File: config.mk
export PLATFORM = sky130hd
export DESIGN_NAME = csel_pipe_adder
export DESIGN_NICKNAME = d
export VERILOG_FILES = /design/src/rtl/csel_pkg.sv /design/src/rtl/csel_slice.sv /design/src/rtl/csel_pipe_adder.sv
export SDC_FILE = /design/constraint.sdc
export NUM_CORES = 1
export LEC_CHECK = 0
export BUFFER_PORTS_ARGS = -buffer_cell sky130_fd_sc_hd__buf_2
export CAP_MARGIN = 10
export CORE_ASPECT_RATIO = 1.1
export CORE_UTILIZATION = 25
export CTS_CLUSTER_DIAMETER = 50
export DETAILED_ROUTE_END_ITERATION = 6
export PLACE_DENSITY_LB_ADDON = 0.2
export SLEW_MARGIN = 20
export SYNTH_ARGS = -nofsm -noshare
export SYNTH_HDL_FRONTEND = slang
export SYNTH_SLANG_ARGS = --single-unit
File: constraint.sdc
create_clock -name clk -period 11.25 [get_ports clk]
set_input_delay 1.6875 -clock clk [delete_from_list [all_inputs] [get_ports clk]]
set_output_delay 1.6875 -clock clk [all_outputs]
set_load 0.02 [all_outputs]
File: src/rtl/csel_pkg.sv
// Shared constants and helpers for the pipelined carry-select adder.
package csel_pkg;

    localparam int CSEL_WIDTH = 32;
    localparam int CSEL_BLK   = 8;

    function automatic int csel_stages(input int width, input int blk);
        return width / blk;
    endfunction

    function automatic bit csel_cfg_ok(input int width, input int blk);
        return (blk >= 1) && (blk <= width) && ((width % blk) == 0);
    endfunction

endpackage

File: src/rtl/csel_slice.sv
// Combinational BLK-bit carry-select slice: both carry-in cases computed, sel picks one.
module csel_slice #(
    parameter int BLK = 8
) (
    input  logic [BLK-1:0] a,
    input  logic [BLK-1:0] b,
    input  logic           sel,
    output logic [BLK-1:0] s,
    output logic           co
);

    logic [BLK-1:0] s0;
    logic [BLK-1:0] s1;
    logic           co0;
    logic           co1;

    always_comb begin
        logic c0;
        logic c1;
        c0 = 1'b0;
        c1 = 1'b1;
        s0 = '0;
        s1 = '0;
        for (int i = 0; i < BLK; i++) begin
            s0[i] = a[i] ^ b[i] ^ c0;
            s1[i] = a[i] ^ b[i] ^ c1;
            c0    = (a[i] & b[i]) | (c0 & (a[i] ^ b[i]));
            c1    = (a[i] & b[i]) | (c1 & (a[i] ^ b[i]));
        end
        co0 = c0;
        co1 = c1;
    end

    assign s  = sel ? s1 : s0;
    assign co = sel ? co1 : co0;

endmodule

File: src/rtl/csel_pipe_adder.sv
// Pipelined carry-select adder, one BLK-bit slice per stage, valid/ready on both sides.
// Optional signed-overflow output enabled by defining CSEL_PIPE_OVF_EN.
module csel_pipe_adder
    import csel_pkg::*;
#(
    parameter int WIDTH = CSEL_WIDTH,
    parameter int BLK   = CSEL_BLK
) (
    input  logic             clk,
    input  logic             rst,
    input  logic             in_valid,
    output logic             in_ready,
    input  logic [WIDTH-1:0] a,
    input  logic [WIDTH-1:0] b,
    input  logic             cin,
    output logic             out_valid,
    input  logic             out_ready,
    output logic [WIDTH-1:0] sum,
    output logic             cout
`ifdef CSEL_PIPE_OVF_EN
    ,
    output logic             ovf
`endif
);

    localparam int STAGES = csel_stages(WIDTH, BLK);

    if (!csel_cfg_ok(WIDTH, BLK)) begin : g_bad_cfg
        $error("csel_pipe_adder: WIDTH must be a non-zero multiple of BLK");
    end

    logic [STAGES-1:0] v_reg;
    logic              c_reg   [STAGES];
    logic [WIDTH-1:0]  sum_reg [STAGES];
    logic [WIDTH-1:0]  opa_reg [STAGES];
    logic [WIDTH-1:0]  opb_reg [STAGES];

    logic [STAGES:0]   rdy;
    logic              nxt_v   [STAGES];
    logic [WIDTH-1:0]  nxt_sum [STAGES];
    logic [WIDTH-1:0]  nxt_opa [STAGES];
    logic [WIDTH-1:0]  nxt_opb [STAGES];

    logic [BLK-1:0]    sl_a    [STAGES];
    logic [BLK-1:0]    sl_b    [STAGES];
    logic [BLK-1:0]    sl_s    [STAGES];
    logic              sl_sel  [STAGES];
    logic              sl_co   [STAGES];

    // rdy[k] means stage k may load this cycle; an empty stage anywhere
    // downstream lets everything in front of it advance (bubbles collapse).
    always_comb begin
        rdy         = '0;
        rdy[STAGES] = out_ready;
        for (int k = STAGES - 1; k >= 0; k--) begin
            rdy[k] = !v_reg[k] || rdy[k+1];
        end
    end

    genvar gi;
    for (gi = 0; gi < STAGES; gi++) begin : g_stage
        if (gi == 0) begin : g_first
            assign sl_a[gi]    = a[BLK-1:0];
            assign sl_b[gi]    = b[BLK-1:0];
            assign sl_sel[gi]  = cin;
            assign nxt_v[gi]   = in_valid;
            assign nxt_sum[gi] = WIDTH'(sl_s[gi]);
            assign nxt_opa[gi] = a;
            assign nxt_opb[gi] = b;
        end else begin : g_rest
            assign sl_a[gi]    = opa_reg[gi-1][gi*BLK +: BLK];
            assign sl_b[gi]    = opb_reg[gi-1][gi*BLK +: BLK];
            assign sl_sel[gi]  = c_reg[gi-1];
            assign nxt_v[gi]   = v_reg[gi-1];
            // Upper bits of the accumulated sum are always zero, so OR inserts the slice.
            assign nxt_sum[gi] = sum_reg[gi-1] | (WIDTH'(sl_s[gi]) << (gi * BLK));
            assign nxt_opa[gi] = opa_reg[gi-1];
            assign nxt_opb[gi] = opb_reg[gi-1];
        end

        csel_slice #(.BLK(BLK)) u_slice (
            .a   (sl_a[gi]),
            .b   (sl_b[gi]),
            .sel (sl_sel[gi]),
            .s   (sl_s[gi]),
            .co  (sl_co[gi])
        );
    end

    always_ff @(posedge clk) begin
        if (rst) begin
            v_reg <= '0;
            for (int k = 0; k < STAGES; k++) begin
                c_reg[k]   <= 1'b0;
                sum_reg[k] <= '0;
                opa_reg[k] <= '0;
                opb_reg[k] <= '0;
            end
        end else begin
            for (int k = 0; k < STAGES; k++) begin
                if (rdy[k]) begin
                    v_reg[k]   <= nxt_v[k];
                    c_reg[k]   <= sl_co[k];
                    sum_reg[k] <= nxt_sum[k];
                    opa_reg[k] <= nxt_opa[k];
                    opb_reg[k] <= nxt_opb[k];
                end
            end
        end
    end

    assign in_ready  = rdy[0];
    assign out_valid = v_reg[STAGES-1];
    assign sum       = sum_reg[STAGES-1];
    assign cout      = c_reg[STAGES-1];

`ifdef CSEL_PIPE_OVF_EN
    // Original operand MSBs ride along in the operand registers to the last stage.
    assign ovf = v_reg[STAGES-1]
               && (opa_reg[STAGES-1][WIDTH-1] == opb_reg[STAGES-1][WIDTH-1])
               && (sum_reg[STAGES-1][WIDTH-1] != opa_reg[STAGES-1][WIDTH-1]);
`endif

endmodule

==> out/qor.yml <==
tns_ns: 0
clk_path_buf_depth: 2
finalNonFillerCells: 1079
ctsHoldBuffers: 0
boundaryPins: 104
final_cell_mix: "edfxtp_1 (180), nor3b_1 (114), buf_2 (102)"
crit_top_cell: "fa_1"
syn-cell-area_um2: 8351
endpoint_kind: "flop"
synth_seq_area_share_pct: 65.69
met2_length_mm: 6.562
fmax_mhz: 209.7
syn_to_final_growth_pct: 17.41
status: "completed"
rsz0062_at_grt: "false"
htreeDepth: 4
ys_ff_latch: 184
ir_drop_v: 0.00007600
final_common_cell: "edfxtp_1"
holdCritPathClass: "flop to flop"
holdWs_ns: 0.5533
pre_cts_slack_ns: 6.033
start_kind: "primary input"
wire_per_inst_um: 14.00
clk_latency_ns: 0.44
vias: 4355
avgViaCountPerCell: 4.036
first_global_vias: 4649
slew_headroom_pct: 36.50
wl_met3_um: 666
num_rows: 69
cpPeakStageDelay_ns: 0.41
postRouteAntennaNets: 0
post-route-util_pct: 30.12
grt_start_max_net_pins: 74
largest_reg_flops: 80
cts_tree: "done"
finalHoldViolations: 0
critPathTopFamily: "adder cells"
final-max-slew-violation-count: 0
path_cells: "buf_2, ha_1, inv_1, mux2i_1, fa_1, fa_1, fa_1, fa_1, inv_1, fa_1, inv_1, fa_1, inv_1, fa_1, a211oi_1"
drtIter0Drc: 279
antenna_found_initial: 0
slowest_stage: "fa_1"
highest_layer: "met4"
syn_nets: 663
drtPass1Iterations: 4
synthDistinctLibCells: 28
cts_sinks: 184
gp_congestion: 0.7413
p_leak_uw: 0.003841
die-area_um2: 34140
yosys.area.top_type: "edfxtp_1"
setup_viol: 0
cp.buffers_inverters: 5
avgSynthCellArea_um2: 14.97
grt_pass1_wl_mm: 24.78
powerDensity_nw_per_um2: 152.1
synth_warnings: 0
crit_type: "primary input to flop"
die_y_um: 193.7
clk_pin_slew_ns: 0.07
drc: 0
syn-instance-count: 558
cp_max_fo: 2
globalRoute.totalOverflow: 0
arrival_ns: 5.03
start_util_pct: 25.66
worst_pin_slew_ns: 0.9526
port_buffers: 103
post-cts-setup-buffers: 0
maxCapViolCount: 0
cts_buffers: 17
diodes: 0
final_nets: 745
period_needed_ns: 4.769
dp_hpwl_mm: 10.15
placed_cells: 1047
fin_crit_sh_pct: 42.39
core_area_um2: 32550
layout-drive-gt1-share_pct: 27.72
finalWirelength_mm: 15.11
grt_usage_pct: 9.359
synth_area_leaders: "edfxtp_1 (65%), nor3b_1 (10%), fa_1 (6.7%)"
synth_top_area_share_pct: 64.73
cts_resized: 0
wl_met1_mm: 7.550
die_x_um: 176.3
setup_slack_ns: 6.481
skew_ns: 0.008150
cp.required_ns: 11.51
clockRootBuffer: "clkbuf_16"
synthesized netlist by cell type:
cell / n
edfxtp_1: 180
nor3b_1: 114
nand2b_1: 56
inv_1: 32
a21oi_2: 30
buf_2: 29
fa_1: 28
a21oi_1: 26
clkbuf_1: 14
nor3_1: 9
ha_1: 8
a211oi_1: 4
dfxtp_1: 4
xnor2_1: 4
buf_8: 3
buf_6: 2
mux2i_1: 2
nor2_1: 2
o21ba_2: 2
and3b_1: 1
and4b_1: 1
buf_1: 1
nand2_1: 1
nand3b_1: 1
nand4b_1: 1
nor2b_1: 1
o31ai_1: 1
or3_1: 1
report_power, final:
part	total [uW]	leakage, uW	internal (uW)	switching (uW)
clock	595	0.000279	332	264
combinational	99.2	0.00139	46.4	52.8
sequential	797	0.00218	786	10.4
total	1490	0.00384	1160	327
layer usage:
metal / up-vias / GRT usage [%]
met5: - / 0
met1: 2076 / 13.02
met3: 23 / 2.804
met2: 95 / 13.31
li1: 2161 / -
met4: 0 / 4.155
final timing paths:
check                                      end  slack (ns)                         start  depth (start not counted)
setup / recovery   sum_reg[0][7]$_SDFFCE_PN0P_        6.48                          a[0]                         15
setup reg to reg  sum_reg[2][23]$_SDFFCE_PN0P_        6.88  opb_reg[0][48]$_SDFFCE_PN0P_                         12
hold / removal           v_reg[2]$_SDFFE_PP0P_        0.55         v_reg[1]$_SDFFE_PP0P_                          1
hold reg to reg          v_reg[2]$_SDFFE_PP0P_        0.55         v_reg[1]$_SDFFE_PP0P_                          1
cells by family after synthesis:
| family | Yosys count | synth area share, % |
|---|---|---|
| AOI/OAI and AO/OA | 63 | 5.394 |
| buffers and inverters | 81 | 4.660 |
| xor gates and xnor gates | 4 | 0.4195 |
| DFF | 184 | 65.69 |
| muxes | 2 | 0.2397 |
| and+or+nand+nor | 188 | 15.69 |
| adders and majority gates | 36 | 7.911 |
layout make-up:
cell class                      instances  area, um2
Fill cell                            3298      22740
Sequential cell                       184       5487
Multi-Input combinational cell        293       2486
Timing Repair Buffer                  112      585.6
Tap cell                              426      533.0
Clock buffer                           17      425.4
Clock inverter                         15      167.7
Inverter                               32      120.1
per-stage QoR:
stage	total power [uW]	area (um2)
after floorplan	873.6	8351
after global placement	912.1	9211
after detailed placement	912.7	9211
after CTS	1511	9804
after global routing	1551	9804
final	1491	9804
worst reg2reg max path, stage by stage, from the launching register on:
cell and delay, ns:
edfxtp_1 0.39, ha_1 0.20, inv_1 0.05, mux2i_1 0.09, fa_1 0.46, fa_1 0.46, fa_1 0.46, fa_1 0.47
fa_1 0.46, fa_1 0.43, inv_1 0.09, fa_1 0.40, nor3_1 0.23
Power figures use the tool's default switching activity.
